==> src/rtl/micro_sequencer.sv <==
// Micro-program sequencer: owns the micro-PC into a 32-entry control store and
// selects the next micro-address from next-field, opcode dispatch and memory waits.
module micro_sequencer #(
    parameter int AW    = 5,
    parameter int CW    = 36,
    parameter int CNT_W = 16
) (
    input  logic             clk,
    input  logic             rst_n,
    input  logic             start_i,
    input  logic [CW-1:0]    cs_i,
    input  logic [4:0]       opcode_i,
    input  logic             z_i,
    input  logic             mem_ready_i,
    output logic [AW-1:0]    addr_o,
    output logic             cs_valid_o,
    output logic             mem_wait_o,
    output logic             done_o,
    output logic             illegal_o,
    output logic [CNT_W-1:0] instr_cnt_o
);

    typedef enum logic [1:0] {IDLE, RUN, WAIT, DONE} state_t;

    state_t           state, next_state;
    logic [AW-1:0]    next_upc;
    logic             next_illegal;
    logic [CNT_W-1:0] next_cnt;
    logic [4:0]       nxt;
    logic             halt;
    logic             mem_op;
    logic             legal;
    logic [AW-1:0]    target;
    logic             unused_cs;

    assign nxt       = cs_i[4:0];
    assign halt      = (nxt == 5'd31);
    assign unused_cs = ^cs_i[CW-1:5];
    assign mem_op    = (addr_o == AW'(19)) || (addr_o == AW'(21)) || (addr_o == AW'(22));

    assign cs_valid_o = (state == RUN);
    assign mem_wait_o = (state == WAIT);

    // Opcode value doubles as routine start address; opcode 9 branches on z.
    always_comb begin
        legal  = 1'b1;
        target = AW'(opcode_i);
        case (opcode_i)
            5'd2, 5'd3, 5'd4, 5'd5, 5'd12, 5'd13, 5'd14, 5'd15,
            5'd16, 5'd17, 5'd18, 5'd19, 5'd21, 5'd24, 5'd25, 5'd26: ;
            5'd9:    target = z_i ? AW'(11) : AW'(9);
            default: legal = 1'b0;
        endcase
    end

    always_comb begin
        next_state   = state;
        next_upc     = addr_o;
        next_illegal = illegal_o;
        next_cnt     = instr_cnt_o;
        case (state)
            IDLE, DONE: begin
                if (start_i) begin
                    next_state   = RUN;
                    next_upc     = '0;
                    next_illegal = 1'b0;
                    next_cnt     = '0;
                end
            end
            RUN: begin
                if (mem_op && !mem_ready_i) begin
                    next_state = WAIT;
                end else if (addr_o == AW'(1)) begin
                    if (legal) begin
                        next_upc = target;
                        if (instr_cnt_o != '1)
                            next_cnt = instr_cnt_o + 1'b1;
                    end else begin
                        next_illegal = 1'b1;
                        next_state   = DONE;
                    end
                end else if (halt) begin
                    next_state = DONE;
                end else begin
                    next_upc = AW'(nxt);
                end
            end
            WAIT: begin
                // Leave via the held word's next field so the memory op is not replayed.
                if (mem_ready_i) begin
                    if (halt) begin
                        next_state = DONE;
                    end else begin
                        next_state = RUN;
                        next_upc   = AW'(nxt);
                    end
                end
            end
            default: next_state = IDLE;
        endcase
    end

    always_ff @(posedge clk or negedge rst_n) begin
        if (!rst_n) begin
            state       <= IDLE;
            addr_o      <= '0;
            done_o      <= 1'b0;
            illegal_o   <= 1'b0;
            instr_cnt_o <= '0;
        end else begin
            state       <= next_state;
            addr_o      <= next_upc;
            done_o      <= (next_state == DONE);
            illegal_o   <= next_illegal;
            instr_cnt_o <= next_cnt;
        end
    end

endmodule

==> config.mk <==
export PLATFORM = sky130hd
export DESIGN_NAME = micro_sequencer
export DESIGN_NICKNAME = d
export VERILOG_FILES = /design/src/rtl/micro_sequencer.sv
export SDC_FILE = /design/constraint.sdc
export NUM_CORES = 1
export LEC_CHECK = 0
export CAP_MARGIN = 20
export CORE_AREA = 2 2 62 64
export CTS_BUF_LIST = sky130_fd_sc_hd__clkbuf_8
export CTS_CLUSTER_DIAMETER = 120
export DETAILED_ROUTE_END_ITERATION = 10
export DIE_AREA = 0 0 64 66
export PLACE_DENSITY = 0.86
export SYNTH_ARGS = -nofsm -noshare
export SYNTH_HDL_FRONTEND = slang
export SYNTH_SLANG_ARGS = --single-unit
export TNS_END_PERCENT = 10
==> constraint.sdc <==
create_clock -name clk -period 5.2 [get_ports clk]
set_input_delay 1.3 -clock clk [delete_from_list [all_inputs] [get_ports clk]]
set_output_delay 1.3 -clock clk [all_outputs]
set_load 0.005 [all_outputs]
==> summary.md <==
| Metric | Value |
|---|---|
| CP delay by family, top | compound AO/OA/AOI/OAI gates |
| DR WL/cell | 14.0 um |
| Reg2reg path depth | 8 |
| WP data arrival | 3510 ps |
| Num ports | 71 |
| Peak supply drop | 239 uV |
| Initial antenna violation count | 0 |
| Crit Reg-Reg Endpoint | instr_cnt_o[7]$_DFFE_PN0P_ |
| Clock power share | 0.140 |
| FFs w/ async S/R, synth | 1.00 |
| Initial Util | 0.455 |
| GRT Total Usage | 0.189 |
| Post-synthesis cell area | 1620 um2 |
| DIE WIDTH | roughly 64 um |
| Core box area | 3550 um2 |
| Delay of the slowest critical-path stage | 600 ps |
| Commonest non-fill, non-tap cell in the layout | clkdlybuf4s50_1 |
| Drt first pass iters | 4 |
| Final min period | between 3000 and 4000 ps |
| Num CTS Buffers | 3 |
| Fillers | between 300 and 400 |
| Fin crit share | 0.639 |
| Syn Nets | 229 |
| Slew margin rel. | 0.418 |
| Worst Tran Pin Value | about 870 ps |
| DR iter-0 viols | between 60 and 70 |
| Final wirelength | 3740 um |
| RD Place Congestion | 0.830 |
| DP Cell Count | 262 |
| FF-to-FF Start | state[0]$_DFF_PN0_ |
| N_diodes | 0 |
| Nets | between 200 and 300 |
| Finished Cell Area | 2100 um2 |
| LEAKAGE | 0.818 nW |
| Hold EP | illegal_o$_DFFE_PN0P_ |
| PnR Total Power | ~840 uW |
| Routed Antenna Nets | 0 |
| Critical path launch point type | primary input |
| Internal | 492 uW |
| CTS root buf | clkbuf_8 |
| CTS Hold Buffers Added | 0 |
| Status | completed |
| Cell Chain, Critical Path | clkdlybuf4s50_1 > a211oi_1 > a311o_1 > a31oi_4 > nand3_2 > or4_1 > a21oi_1 |
| Combinational power share | 0.541 |
| Netlist cell types | 47 |
| Max Cap Violations | 0 |
| Final setup violation count | 0 |
| Layout cells sized above 1 | 0.100 |
| Number of global-route vias before repair | between 1,000 and 1,500 |
| Clk sinks | 25 |
| Warnings from Yosys | 0 |
| Reg2reg setup slack | 2710 ps |
| Clock Latency Late Sink | 270 ps |
| Via count | 1,504 |
| Largest net degree at the start of global routing | 26 |
| Placed cell area | ~2000 um2 |
| Utilization after layout | 0.593 |
| Post-synth EDFFs | 0 |
| WP data required | 5390 ps |
| PwrDens | between 300 and 400 nW/um2 |
| Setup_tns | 0 ps |
| Maximum clock frequency | 301 MHz |
| Die Y | 66 um |
| DP Wirelength | 2810 um |
| Hold Vio Cnt, Final | 0 |
| Endpoint class of the critical path | flip-flop |
| Final non-filler cell total | 267 |
| Global route overflow | 0 |
| WP buf/inv | 1 |
| Sw Share | 0.412 |
| Worst hold path class | flip-flop to flip-flop |
| CTS tree | yes |
| NetSw | about 340 uW |
| Clk slew on worst S/H paths | 90 ps |
| CP max stage cell | clkdlybuf4s50_1 |
| Post-CTS resize count | 0 |
| Commonest non-fill, non-tap cells in the layout | clkdlybuf4s50_1, dfrtp_1, nand2_1 |
| CP Class | primary input to flip-flop |
| Slew Limit Fails | 0 |
| Area Overhead vs Synth | 30.2% |
| Clock skew | 6.90 ps |
| Cells after synthesis | 180 |
| Synth Flop Type | dfrtp_1 |
| HP Start | illegal_o$_DFFE_PN0P_ |
| WHS Path Cells | 2 |
| Min Hold Slack | approximately 510 ps |
| Core Rows | 22 |
| Crit Path Max Fanout | 13 |
| First-pass GRT wire length | 6410 um |
| Die Area | 4220 um2 |
| Drt drc | 0 |
| RSZ-0062 raised after global routing | false |
| Mapped Avg Cell Area | 8.98 um2 |
| Setup Fix Bufs, Post-CTS | 0 |
| Register area share after synthesis | 0.387 |
| Worst slack, placed | 1650 ps |
| Flop pwr share | 0.319 |
| Port bufs | 39 |
| H-tree levels | 1 |
| Vias per cell | 5.63 |
| Setup ws final | 1880 ps |
| Clock buffer depth | 2 |
| Flops & latches, synth | 25 |
## cell usage after synthesis, drive strengths merged (4+ instances only)
cell	number	share of area
or3	6	0.023
nor4	4	0.019
mux2	6	0.042
inv	6	0.014
nor2	12	0.028
nand4	8	0.035
xnor2	5	0.027
nand3	7	0.025
nand2	18	0.042
o21ai	14	0.043
nand2b	5	0.019
o211ai	5	0.023
dfrtp	25	0.39
a21oi	15	0.046
## state kept, by name (all words and copies together), names as in the netlist
register / count
instr_cnt_o: 16
illegal_o: 1
done_o: 1
addr_o: 5
state: 2
## metal layers
metal  vias up  share of wire  track usage
li1        750              -            -
met5         -              0            0
met1       707           0.45        0.257
met4         0          0.011       0.0516
met3         5          0.058       0.0273
met2        42           0.48        0.315
## logic make-up after synthesis
logic type                 count (synthesis)  share of synthesized area
and+or+nand+nor                           79                      0.277
AOI/OAI and AO/OA                         48                      0.190
DFF                                       25                      0.387
buffers and inverters                     11                     0.0364
xor gates and xnor gates                   7                     0.0379
muxes                                      7                     0.0480
adders and majority gates                  3                     0.0232
## tightest hold or removal path, delay by kind of cell (launching register included)
kind,cells,cell delay [ps]
AND/OR/NAND/NOR,2,110
flip-flops,1,380
## how the worst max path moves through the flow
stage	startpoint	endpoint	cells after the start
after floorplan	opcode_i[3]	instr_cnt_o[3]$_DFFE_PN0P_	7
after CTS	opcode_i[2]	instr_cnt_o[7]$_DFFE_PN0P_	7
after global placement	opcode_i[2]	instr_cnt_o[14]$_DFFE_PN0P_	7
after detailed placement	opcode_i[2]	instr_cnt_o[14]$_DFFE_PN0P_	7
after global routing	opcode_i[2]	instr_cnt_o[14]$_DFFE_PN0P_	7
final	opcode_i[2]	instr_cnt_o[7]$_DFFE_PN0P_	7
## power groups by stage
| stage | Clock, mW | Combinational, mW | Sequential, mW |
|---|---|---|---|
| floorplan | 0 | 0.323 | 0.266 |
| global placement | 0 | 0.436 | 0.269 |
| detailed placement | 0 | 0.446 | 0.270 |
| CTS | 0.117 | 0.449 | 0.267 |
| global route | 0.126 | 0.506 | 0.274 |
| finish | 0.117 | 0.453 | 0.267 |
## layout make-up
class / count / area (um2) / share of cell area
clock buffer: 3 / 41.3 / 0.0196
sequential: 25 / 626 / 0.297
clock inverter: 1 / 5.00 / 0.00238
inverter: 6 / 22.5 / 0.0107
timing repair buffer: 40 / 418 / 0.199
multi-input combinational: 144 / 932 / 0.443
tap: 48 / 60.1 / 0.0285
(Power assumes the default switching activity.)
